$ cat src/rtl/lcd_rgb_rx.sv
// Receiver for the parallel RGB LCD bus: recovers pixel coordinates,
// measures active width/height and tracks format lock.
module lcd_rgb_rx #(
  parameter int H_ACTIVE  = 800,
  parameter int V_ACTIVE  = 480,
  parameter int SYNC_POL  = 0,
  parameter int LOCK_FRMS = 2
) (
  input  logic        clk_in,
  input  logic        sys_rst_n,
  input  logic [23:0] rgb_in,
  input  logic        hsync_in,
  input  logic        vsync_in,
  input  logic        de_in,
  output logic        pix_valid,
  output logic [23:0] pix_data,
  output logic [9:0]  pix_x,
  output logic [9:0]  pix_y,
  output logic        sof,
  output logic        eol,
  output logic        frame_done,
  output logic [10:0] meas_width,
  output logic [10:0] meas_height,
  output logic        locked,
  output logic        fmt_err
);

  localparam logic [1:0] SEEK    = 2'd0;
  localparam logic [1:0] WAIT_DE = 2'd1;
  localparam logic [1:0] ACTIVE  = 2'd2;

  localparam logic [10:0] H_EXP = 11'(H_ACTIVE);
  localparam logic [10:0] V_EXP = 11'(V_ACTIVE);
  localparam logic [10:0] SAT   = 11'd2047;
  localparam logic [7:0]  LK_N  = 8'(LOCK_FRMS);

  // inactive sync level; sync regs reset here so no false edge on release
  localparam logic IDLE = (SYNC_POL == 0) ? 1'b1 : 1'b0;

  function automatic logic [10:0] sat_inc(input logic [10:0] v);
    return (v == SAT) ? v : v + 11'd1;
  endfunction

  logic [23:0] rgb_q;
  logic        hs_q;
  logic        vs_q;
  logic        de_q;
  logic        hs_d;
  logic        vs_d;
  logic        de_d;

  logic [1:0]  state;
  logic [10:0] x_cnt;
  logic [10:0] y_cnt;
  logic        hs_seen;
  logic        line_acc;
  logic [7:0]  fcnt;

  logic        hs_lead;
  logic        vs_lead;
  logic        de_rise;
  logic        de_fall;
  logic        in_frame;
  logic        close_line;
  logic        line_bad;
  logic [10:0] y_close;
  logic        frame_end;
  logic        height_bad;
  logic        frame_bad;
  logic        pix_take;
  logic [10:0] cur_x;
  logic        hit;
  logic [7:0]  fcnt_inc;

  // input register plus one delayed copy for edge detection
  always_ff @(posedge clk_in or negedge sys_rst_n) begin
    if (!sys_rst_n) begin
      rgb_q <= '0;
      hs_q  <= IDLE;
      vs_q  <= IDLE;
      de_q  <= 1'b0;
      hs_d  <= IDLE;
      vs_d  <= IDLE;
      de_d  <= 1'b0;
    end else begin
      rgb_q <= rgb_in;
      hs_q  <= hsync_in;
      vs_q  <= vsync_in;
      de_q  <= de_in;
      hs_d  <= hs_q;
      vs_d  <= vs_q;
      de_d  <= de_q;
    end
  end

  // edge decode and line/frame close decisions for this cycle
  always_comb begin
    hs_lead    = (hs_q ^ IDLE) & ~(hs_d ^ IDLE);
    vs_lead    = (vs_q ^ IDLE) & ~(vs_d ^ IDLE);
    de_rise    = de_q & ~de_d;
    de_fall    = ~de_q & de_d;
    in_frame   = (state != SEEK);
    close_line = (state == ACTIVE) & (de_fall | vs_lead);
    line_bad   = (x_cnt != H_EXP) | de_q | ~hs_seen;
    y_close    = close_line ? sat_inc(y_cnt) : y_cnt;
    frame_end  = vs_lead & in_frame & (y_close != 11'd0);
    height_bad = (y_close != V_EXP);
    frame_bad  = line_acc | (close_line & line_bad) | height_bad;
    pix_take   = de_q & ~vs_lead &
                 ((state == ACTIVE) | ((state == WAIT_DE) & de_rise));
    cur_x      = (state == ACTIVE) ? x_cnt : 11'd0;
    hit        = pix_take & (cur_x < H_EXP) & (y_cnt < V_EXP);
    fcnt_inc   = (fcnt == 8'hFF) ? fcnt : fcnt + 8'd1;
  end

  // sync FSM, pixel/line counters and frame-quality tracking
  always_ff @(posedge clk_in or negedge sys_rst_n) begin
    if (!sys_rst_n) begin
      state    <= SEEK;
      x_cnt    <= '0;
      y_cnt    <= '0;
      hs_seen  <= 1'b0;
      line_acc <= 1'b0;
      fcnt     <= '0;
    end else begin
      if (pix_take)
        x_cnt <= sat_inc(cur_x);

      if (vs_lead)
        y_cnt <= '0;
      else if (close_line)
        y_cnt <= sat_inc(y_cnt);

      if (close_line)
        hs_seen <= hs_lead;
      else if (hs_lead)
        hs_seen <= 1'b1;

      if (vs_lead)
        line_acc <= 1'b0;
      else if (close_line & line_bad)
        line_acc <= 1'b1;

      if (frame_end)
        fcnt <= frame_bad ? 8'd0 : fcnt_inc;

      if (vs_lead) begin
        state <= WAIT_DE;
      end else begin
        unique case (state)
          WAIT_DE: if (de_rise) state <= ACTIVE;
          ACTIVE:  if (de_fall) state <= WAIT_DE;
          default: state <= state;
        endcase
      end
    end
  end

  // registered outputs: pixel stream, measurements and status
  always_ff @(posedge clk_in or negedge sys_rst_n) begin
    if (!sys_rst_n) begin
      pix_valid   <= 1'b0;
      pix_data    <= '0;
      pix_x       <= '0;
      pix_y       <= '0;
      sof         <= 1'b0;
      eol         <= 1'b0;
      frame_done  <= 1'b0;
      meas_width  <= '0;
      meas_height <= '0;
      locked      <= 1'b0;
      fmt_err     <= 1'b0;
    end else begin
      pix_valid  <= hit;
      sof        <= hit & (cur_x == 11'd0) & (y_cnt == 11'd0);
      eol        <= hit & (cur_x == H_EXP - 11'd1);
      frame_done <= frame_end;
      if (hit) begin
        pix_data <= rgb_q;
        pix_x    <= cur_x[9:0];
        pix_y    <= y_cnt[9:0];
      end
      if (close_line)
        meas_width <= x_cnt;
      if (frame_end) begin
        meas_height <= y_close;
        locked      <= ~frame_bad & (fcnt_inc >= LK_N);
      end
      // frame_done restarts the error flag with the height verdict
      if (frame_end)
        fmt_err <= height_bad;
      else if (close_line & line_bad)
        fmt_err <= 1'b1;
    end
  end

endmodule

$ cat config.mk
export PLATFORM = sky130hd
export DESIGN_NAME = lcd_rgb_rx
export DESIGN_NICKNAME = d
export VERILOG_FILES = /design/src/rtl/lcd_rgb_rx.sv
export SDC_FILE = /design/constraint.sdc
export NUM_CORES = 1
export LEC_CHECK = 0
export BUFFER_PORTS_ARGS = -buffer_cell sky130_fd_sc_hd__buf_2
export CAP_MARGIN = 20
export CORE_ASPECT_RATIO = 1.5
export CORE_MARGIN = 5
export CORE_UTILIZATION = 56
export CTS_CLUSTER_DIAMETER = 60
export DETAILED_ROUTE_END_ITERATION = 7
export HOLD_SLACK_MARGIN = 0.15
export PLACE_DENSITY_LB_ADDON = 0.3
export SYNTH_ARGS = -nofsm -noshare
export SYNTH_HDL_FRONTEND = slang
export SYNTH_SLANG_ARGS = --single-unit
$ cat constraint.sdc
create_clock -name clk_in -period 2.87 [get_ports clk_in]
set_input_delay 0.287 -clock clk_in [delete_from_list [all_inputs] [get_ports clk_in]]
set_output_delay 0.287 -clock clk_in [all_outputs]
set_load 0.01 [all_outputs]
==> results.py, run 1 <==
metrics = {
    "status": {
        "status": "completed",
    },
    "detailed_routing": {
        "vias": 4724,
        "drcViolationCount": 0,
        "dr.pass1.iters": 5,
        "drtIter0Drc": 440,
        "wl_per_cell_microns": 16.9,
        "via_per_inst": 5.56,
        "routed_wl_mm": 14.3,
        "ant_nets": 0,
    },
    "critical_path": {
        "start_kind": "flop",
        "cp_common_cell": "mux2i_1",
        "cp_slowest_cell": "a2111oi_2",
        "crit_path_end_kind": "flop",
        "crit_required_ns": 3.15,
        "path_delay_family": "compound AO/OA/AOI/OAI gates",
        "crit_fanout": 14,
        "critical_path_arrival_ns": 3.10,
        "worstPathCellList": "nand2b_2 > a2111oi_2 > mux2i_1 > o2111ai_1 > nor2_2 > a31oi_4 > buf_12 > mux2i_1",
        "worstSetupPathType": "flop to flop",
        "cp_num_buf_inv": 1,
        "max_stage_delay_ns": 0.51,
    },
    "clock_tree": {
        "clk_latency_ns": 0.41,
        "clk_pin_slew_ns": 0.06,
        "root_buffer": "clkbuf_16",
        "cts-buffers-inserted": 17,
        "cts_tree": "done",
        "htree_levels": 4,
        "cts_sinks": 136,
        "clockBufferDepth": 2,
    },
    "yosys": {
        "synth_fp_nets": 615,
        "synthArstFlopShare": 1.00,
        "ys_types": 55,
        "synth_edf_count": 0,
        "syn_area_per_cell_sq_um": 9.94,
        "netlist_instances": 581,
        "synth_flop_cell": "dfrtp_1",
        "netlist_area_sq_mm": 0.00578,
        "synth.ff_latch_count": 136,
        "yosysSeqAreaShare": 0.590,
        "ys_warn_count": 0,
    },
    "sta": {
        "period_share": 0.981,
        "finalClockSkew_ns": 0.00657,
        "drv_slew": 0,
        "max_freq_ghz": 0.355,
        "slew_headroom": 0.355,
        "finalSetupViolCount": 0,
        "setup_ws_ns": 0.0535,
        "fin_crit_ns": 2.82,
        "hold_viol": 0,
        "worst_pin_slew_ns": 0.965,
    },
    "floorplan": {
        "core_sq_mm": 0.0101,
        "initial_core_util": 0.570,
        "ios": 101,
        "die_h_microns": 134,
        "floorplan.die_area_sq_mm": 0.0125,
        "std_cell_rows": 45,
        "die_w_microns": 92.9,
    },
    "global_route": {
        "grt_pass1_wl_mm": 23.9,
        "grt_pass1_vias": 4878,
        "grt_overflow_total": 0,
        "use_met3": 0.0679,
        "use_met1": 0.283,
        "grt_max_degree": 124,
        "antenna_found_initial": 0,
        "busiest_layer": "met2",
        "met2_usage": 0.428,
        "grt_usage": 0.244,
    },
    "final_layout": {
        "layout_commonest_cell": "nand2_1",
        "final.fill_count": 727,
        "n_antenna_cell": 0,
        "mostFrequentLayoutCells": "nand2_1 (169), dfrtp_1 (132), buf_2 (99)",
        "drive_gt1_frac": 0.239,
        "post-route-util": 0.721,
        "nets": 753,
        "area_growth_pct": 26.5,
    },
    "power_and_ir_drop": {
        "powerDensity_mw_per_mm2": 723,
        "total_power_uw": 5290,
        "p_leak_uw": 0.00369,
        "ir_drop_v": 0.000530,
    },
    "placement": {
        "gp_congestion": 1.00,
        "pre_cts_slack_ns": 0.0894,
        "port_buffers": 100,
        "hpwl_mm": 9.21,
    },
    "min_path": {
        "hp-class": "flop to flop",
    },
    "job": {
        "maxCapViolCount": 0,
    },
}
-- worst reg2reg max path, delay by kind of cell, from the launching register on --
| kind | cells | cell delay [ns] |
|---|---|---|
| AOI/OAI and AO/OA | 3 | 0.96 |
| buffers and inverters | 1 | 0.26 |
| DFF | 1 | 0.47 |
| muxes | 2 | 0.49 |
| and+or+nand+nor | 2 | 0.53 |
-- Yosys cell counts (3+ instances only) --
cell | instances | area (sq um)
inv_1 | 25 | 93.8
and2_1 | 5 | 31.3
buf_4 | 4 | 30.0
nor3_1 | 10 | 50.1
a21oi_1 | 19 | 95.1
a31oi_1 | 5 | 31.3
mux2i_1 | 14 | 140
and3_1 | 6 | 37.5
dfstp_2 | 4 | 105
nor2_1 | 31 | 116
o21ai_0 | 21 | 105
nand2_1 | 169 | 634
dfrtp_1 | 132 | 3300
clkbuf_1 | 14 | 52.6
or3_1 | 3 | 18.8
nor4_1 | 5 | 31.3
xor2_1 | 5 | 43.8
buf_2 | 6 | 30.0
o21ai_1 | 4 | 20.0
buf_6 | 4 | 45.0
o22ai_1 | 4 | 25.0
nand3_1 | 24 | 120
mux2_2 | 4 | 45.0
and4_1 | 3 | 26.3
nand2b_1 | 6 | 37.5
ha_1 | 5 | 62.6
nand4_1 | 6 | 37.5
xnor2_1 | 5 | 43.8
-- state kept, by name, summed over array words and instances (netlist names), 2 cells and up --
signal	cells
fcnt	8
y_cnt	11
meas_height	11
pix_x	10
meas_width	11
pix_data	24
state	2
x_cnt	11
pix_y	10
rgb_q	24
-- worst paths after layout --
check                                  endpoint  slack [ns]  startpoint  cells after the start
worst max-delay path            meas_height[10]        0.05        de_q                      8
worst min-delay path                       hs_d        0.37        hs_q                      0
worst max register to register  meas_height[10]        0.05        de_q                      8
worst min register to register             hs_d        0.37        hs_q                      0
max in group asynchronous          pix_data[15]        1.49   sys_rst_n                      4
min in group asynchronous        meas_height[9]        0.43   sys_rst_n                      2
-- stage by stage --
stage	hold WS, ns	TNS (ns)	area (sq um)	cells
finish	0.374	0	7310	849
global route	0.381	-0.233	7310	849
CTS	0.373	0	7250	846
detailed placement	0.365	0	6410	786
global placement	0.358	0	6410	786
floorplan	-0.00859	0	5780	581
-- layout make-up --
| cell class | instances | area, sq um | share of cell area |
|---|---|---|---|
| clock inverter | 14 | 126 | 0.0173 |
| clock buffer | 18 | 429 | 0.0587 |
| tap | 117 | 146 | 0.0200 |
| multi-input combinational | 388 | 2120 | 0.290 |
| sequential | 136 | 3410 | 0.466 |
| inverter | 27 | 101 | 0.0139 |
| timing repair buffer | 149 | 977 | 0.134 |
-- cells by family after synthesis --
group / Yosys count / share of synthesized area
muxes: 18 / 0.0320
xor gates and xnor gates: 10 / 0.0152
adders and majority gates: 5 / 0.0108
and+or+nand+nor: 282 / 0.221
DFF: 136 / 0.590
AOI/OAI and AO/OA: 73 / 0.0849
buffers and inverters: 57 / 0.0466
-- layer usage --
metal	vias up	wire length (microns)	part of all wire
met5	-	0	0
met4	0	394	0.027
li1	2217	-	-
met3	35	749	0.052
met2	189	7550	0.53
met1	2283	5650	0.39
-- where the power goes --
group / internal (uW) / switching, uW
registers: 2180 / 173
logic: 362 / 544
clock network: 1190 / 836
-- timing repair --
item | in CTS | in global routing
hold buffers | 28 | 0
setup buffers | 0 | 2
endpoints found under the hold margin | 145 | 0
endpoints found under the setup margin | 4 | 15
resized for setup | 1 | 5
Note: power is estimated with default switching activity, not from simulation.
==> inputs of run 2 (changes only) <==
Settings changed: CORE_UTILIZATION 56 to 60.
Clock period 2.87 ns to 3.3 ns, I/O delays scaled along.
==> run 2 against run 1 <==
  * Combinational power fell by 16%
  * Core utilization rose by 3.3 points
  * Design area fell by 1.1%
  * Die area fell by 6.1%
  * Maximum frequency fell by 7.2%
  * Flip-flop and latch count did not move
  * Clock skew rose by 0.0037 ns
  * Routed wire length fell by 1.8%
  * Register-to-register slack improved by 0.21 ns
  * Count of clock-buffer cells in the layout rose by 1
  * Critical path depth fell by 1
  * Critical path type unchanged
  * Largest cell class unchanged
  * Largest power group unchanged
  * Highest routed layer unchanged
==> results.py, run 2 (synthesized netlist as in run 1, its figures left out) <==
metrics = {
    "sta": {
        "setup-tns-final_ns": 0,
        "slew_headroom": 0.459,
        "max_freq_ghz": 0.330,
        "fin_crit_ns": 3.03,
        "finalSetupViolCount": 0,
        "rsz0062_at_grt": "no",
        "drv_slew": 0,
        "setup_ws_ns": 0.265,
        "worst_pin_slew_ns": 0.812,
        "finalClockSkew_ns": 0.0103,
        "hold_viol": 0,
        "period_share": 0.920,
    },
    "floorplan": {
        "std_cell_rows": 44,
        "core_sq_mm": 0.00958,
        "initial_core_util": 0.603,
        "die_w_microns": 90.1,
        "floorplan.die_area_sq_mm": 0.0117,
        "die_h_microns": 130,
        "ios": 101,
    },
    "power_and_ir_drop": {
        "p_leak_uw": 0.00364,
        "total_power_uw": 4690,
        "ir_drop_v": 0.000532,
        "powerDensity_mw_per_mm2": 649,
    },
    "critical_path": {
        "crit_path_end_kind": "flop",
        "worstSetupPathType": "flop to flop",
        "crit_fanout": 11,
        "start_kind": "flop",
        "critical_path_arrival_ns": 3.37,
        "crit_required_ns": 3.64,
    },
    "detailed_routing": {
        "dr_wl_met2_mm": 7.39,
        "drtIter0Drc": 375,
        "via_per_inst": 5.56,
        "vias": 4652,
        "drcViolationCount": 0,
        "dr.pass1.iters": 5,
        "dr_wl_met3_microns": 738,
        "drt-met1-wl_mm": 5.60,
        "ant_nets": 0,
        "routed_wl_mm": 14.1,
        "top_layer_used": "met4",
        "wl_per_cell_microns": 16.8,
    },
    "clock_tree": {
        "htree_levels": 4,
        "clockBufferDepth": 2,
        "cts_sinks": 136,
        "clk_latency_ns": 0.42,
        "clk_pin_slew_ns": 0.06,
        "cts_setup_buffers": 0,
        "cts_tree": "done",
        "root_buffer": "clkbuf_16",
        "cts-buffers-inserted": 17,
    },
    "min_path": {
        "hp-class": "flop to flop",
    },
    "global_route": {
        "grt_overflow_total": 0,
        "grt_pass1_wl_mm": 23.8,
        "grt_usage": 0.254,
        "grt_max_degree": 89,
        "antenna_found_initial": 0,
        "grt_pass1_vias": 4997,
    },
    "final_layout": {
        "area_growth_pct": 25.1,
        "multiInputGateArea_sq_mm": 0.00210,
        "drive_gt1_frac": 0.224,
        "n_antenna_cell": 0,
        "final.fill_count": 632,
        "layout_commonest_cell": "nand2_1",
        "nets": 743,
        "largestRegisters": "pix_data: 24 flops, rgb_q: 24 flops",
        "mostFrequentLayoutCells": "nand2_1 (169), dfrtp_1 (132), buf_2 (99)",
        "design_area_sq_mm": 0.00723,
        "regArea_sq_mm": 0.00341,
        "post-route-util": 0.754,
    },
    "status": {
        "status": "completed",
    },
    "job": {
        "maxCapViolCount": 0,
    },
    "placement": {
        "hpwl_mm": 9.11,
        "pre_cts_slack_ns": 0.352,
        "port_buffers": 100,
        "gp_congestion": 0.951,
        "place_area_sq_mm": 0.00636,
    },
}
run 2: power breakdown:
| part | switching [uW] | leakage, uW | internal, uW |
|---|---|---|---|
| combinational | 461 | 0.00159 | 303 |
| clock | 734 | 0.000277 | 1140 |
| sequential | 160 | 0.00177 | 1890 |
run 2: timing repair:
| item | 4_1_cts | 5_1_grt |
|---|---|---|
| hold buffers | 28 | 0 |
| resized for setup | 0 | 1 |
| endpoints found under the setup margin | 0 | 4 |
| hold endpoints to repair | 112 | 0 |
run 2: worst max-delay path: stages (launching register included):
cell and delay (ns):
dfrtp_1 0.58, nand4_4 0.23, a2111oi_0 0.63, o32ai_1 0.29, nor4_2 0.36, and4bb_1 0.51
nand4_1 0.15, a31oi_1 0.20
run 2: final cells by class:
cell class                      count  area share
Sequential cell                   136       0.472
Multi-Input combinational cell    388       0.291
Timing Repair Buffer              139       0.122
Clock buffer                       19      0.0613
Clock inverter                     13      0.0199
Tap cell                          115      0.0199
Inverter                           27      0.0140
run 2: final timing paths:
check,from,to,slack (ns),cells past startpoint
setup / recovery,y_cnt[4],fcnt[0],0.27,7
hold / removal,hs_q,hs_d,0.37,0
setup reg to reg,y_cnt[4],fcnt[0],0.27,7
hold reg to reg,hs_q,hs_d,0.37,0
max in group asynchronous,sys_rst_n,vs_d,1.94,3
min in group asynchronous,sys_rst_n,y_cnt[4],0.54,2
run 2: metrics by stage:
stage | std cells | hold slack (ns)
finish | 837 | 0.370
floorplan | 581 | 0.0344
global route | 837 | 0.368
CTS | 837 | 0.369
detailed placement | 777 | 0.357
global placement | 777 | 0.354
run 2: layer usage:
layer | global-route usage | vias up
met5 | 0 | -
met3 | 0.0652 | 34
li1 | - | 2196
met2 | 0.444 | 154
met1 | 0.292 | 2268
met4 | 0.120 | 0
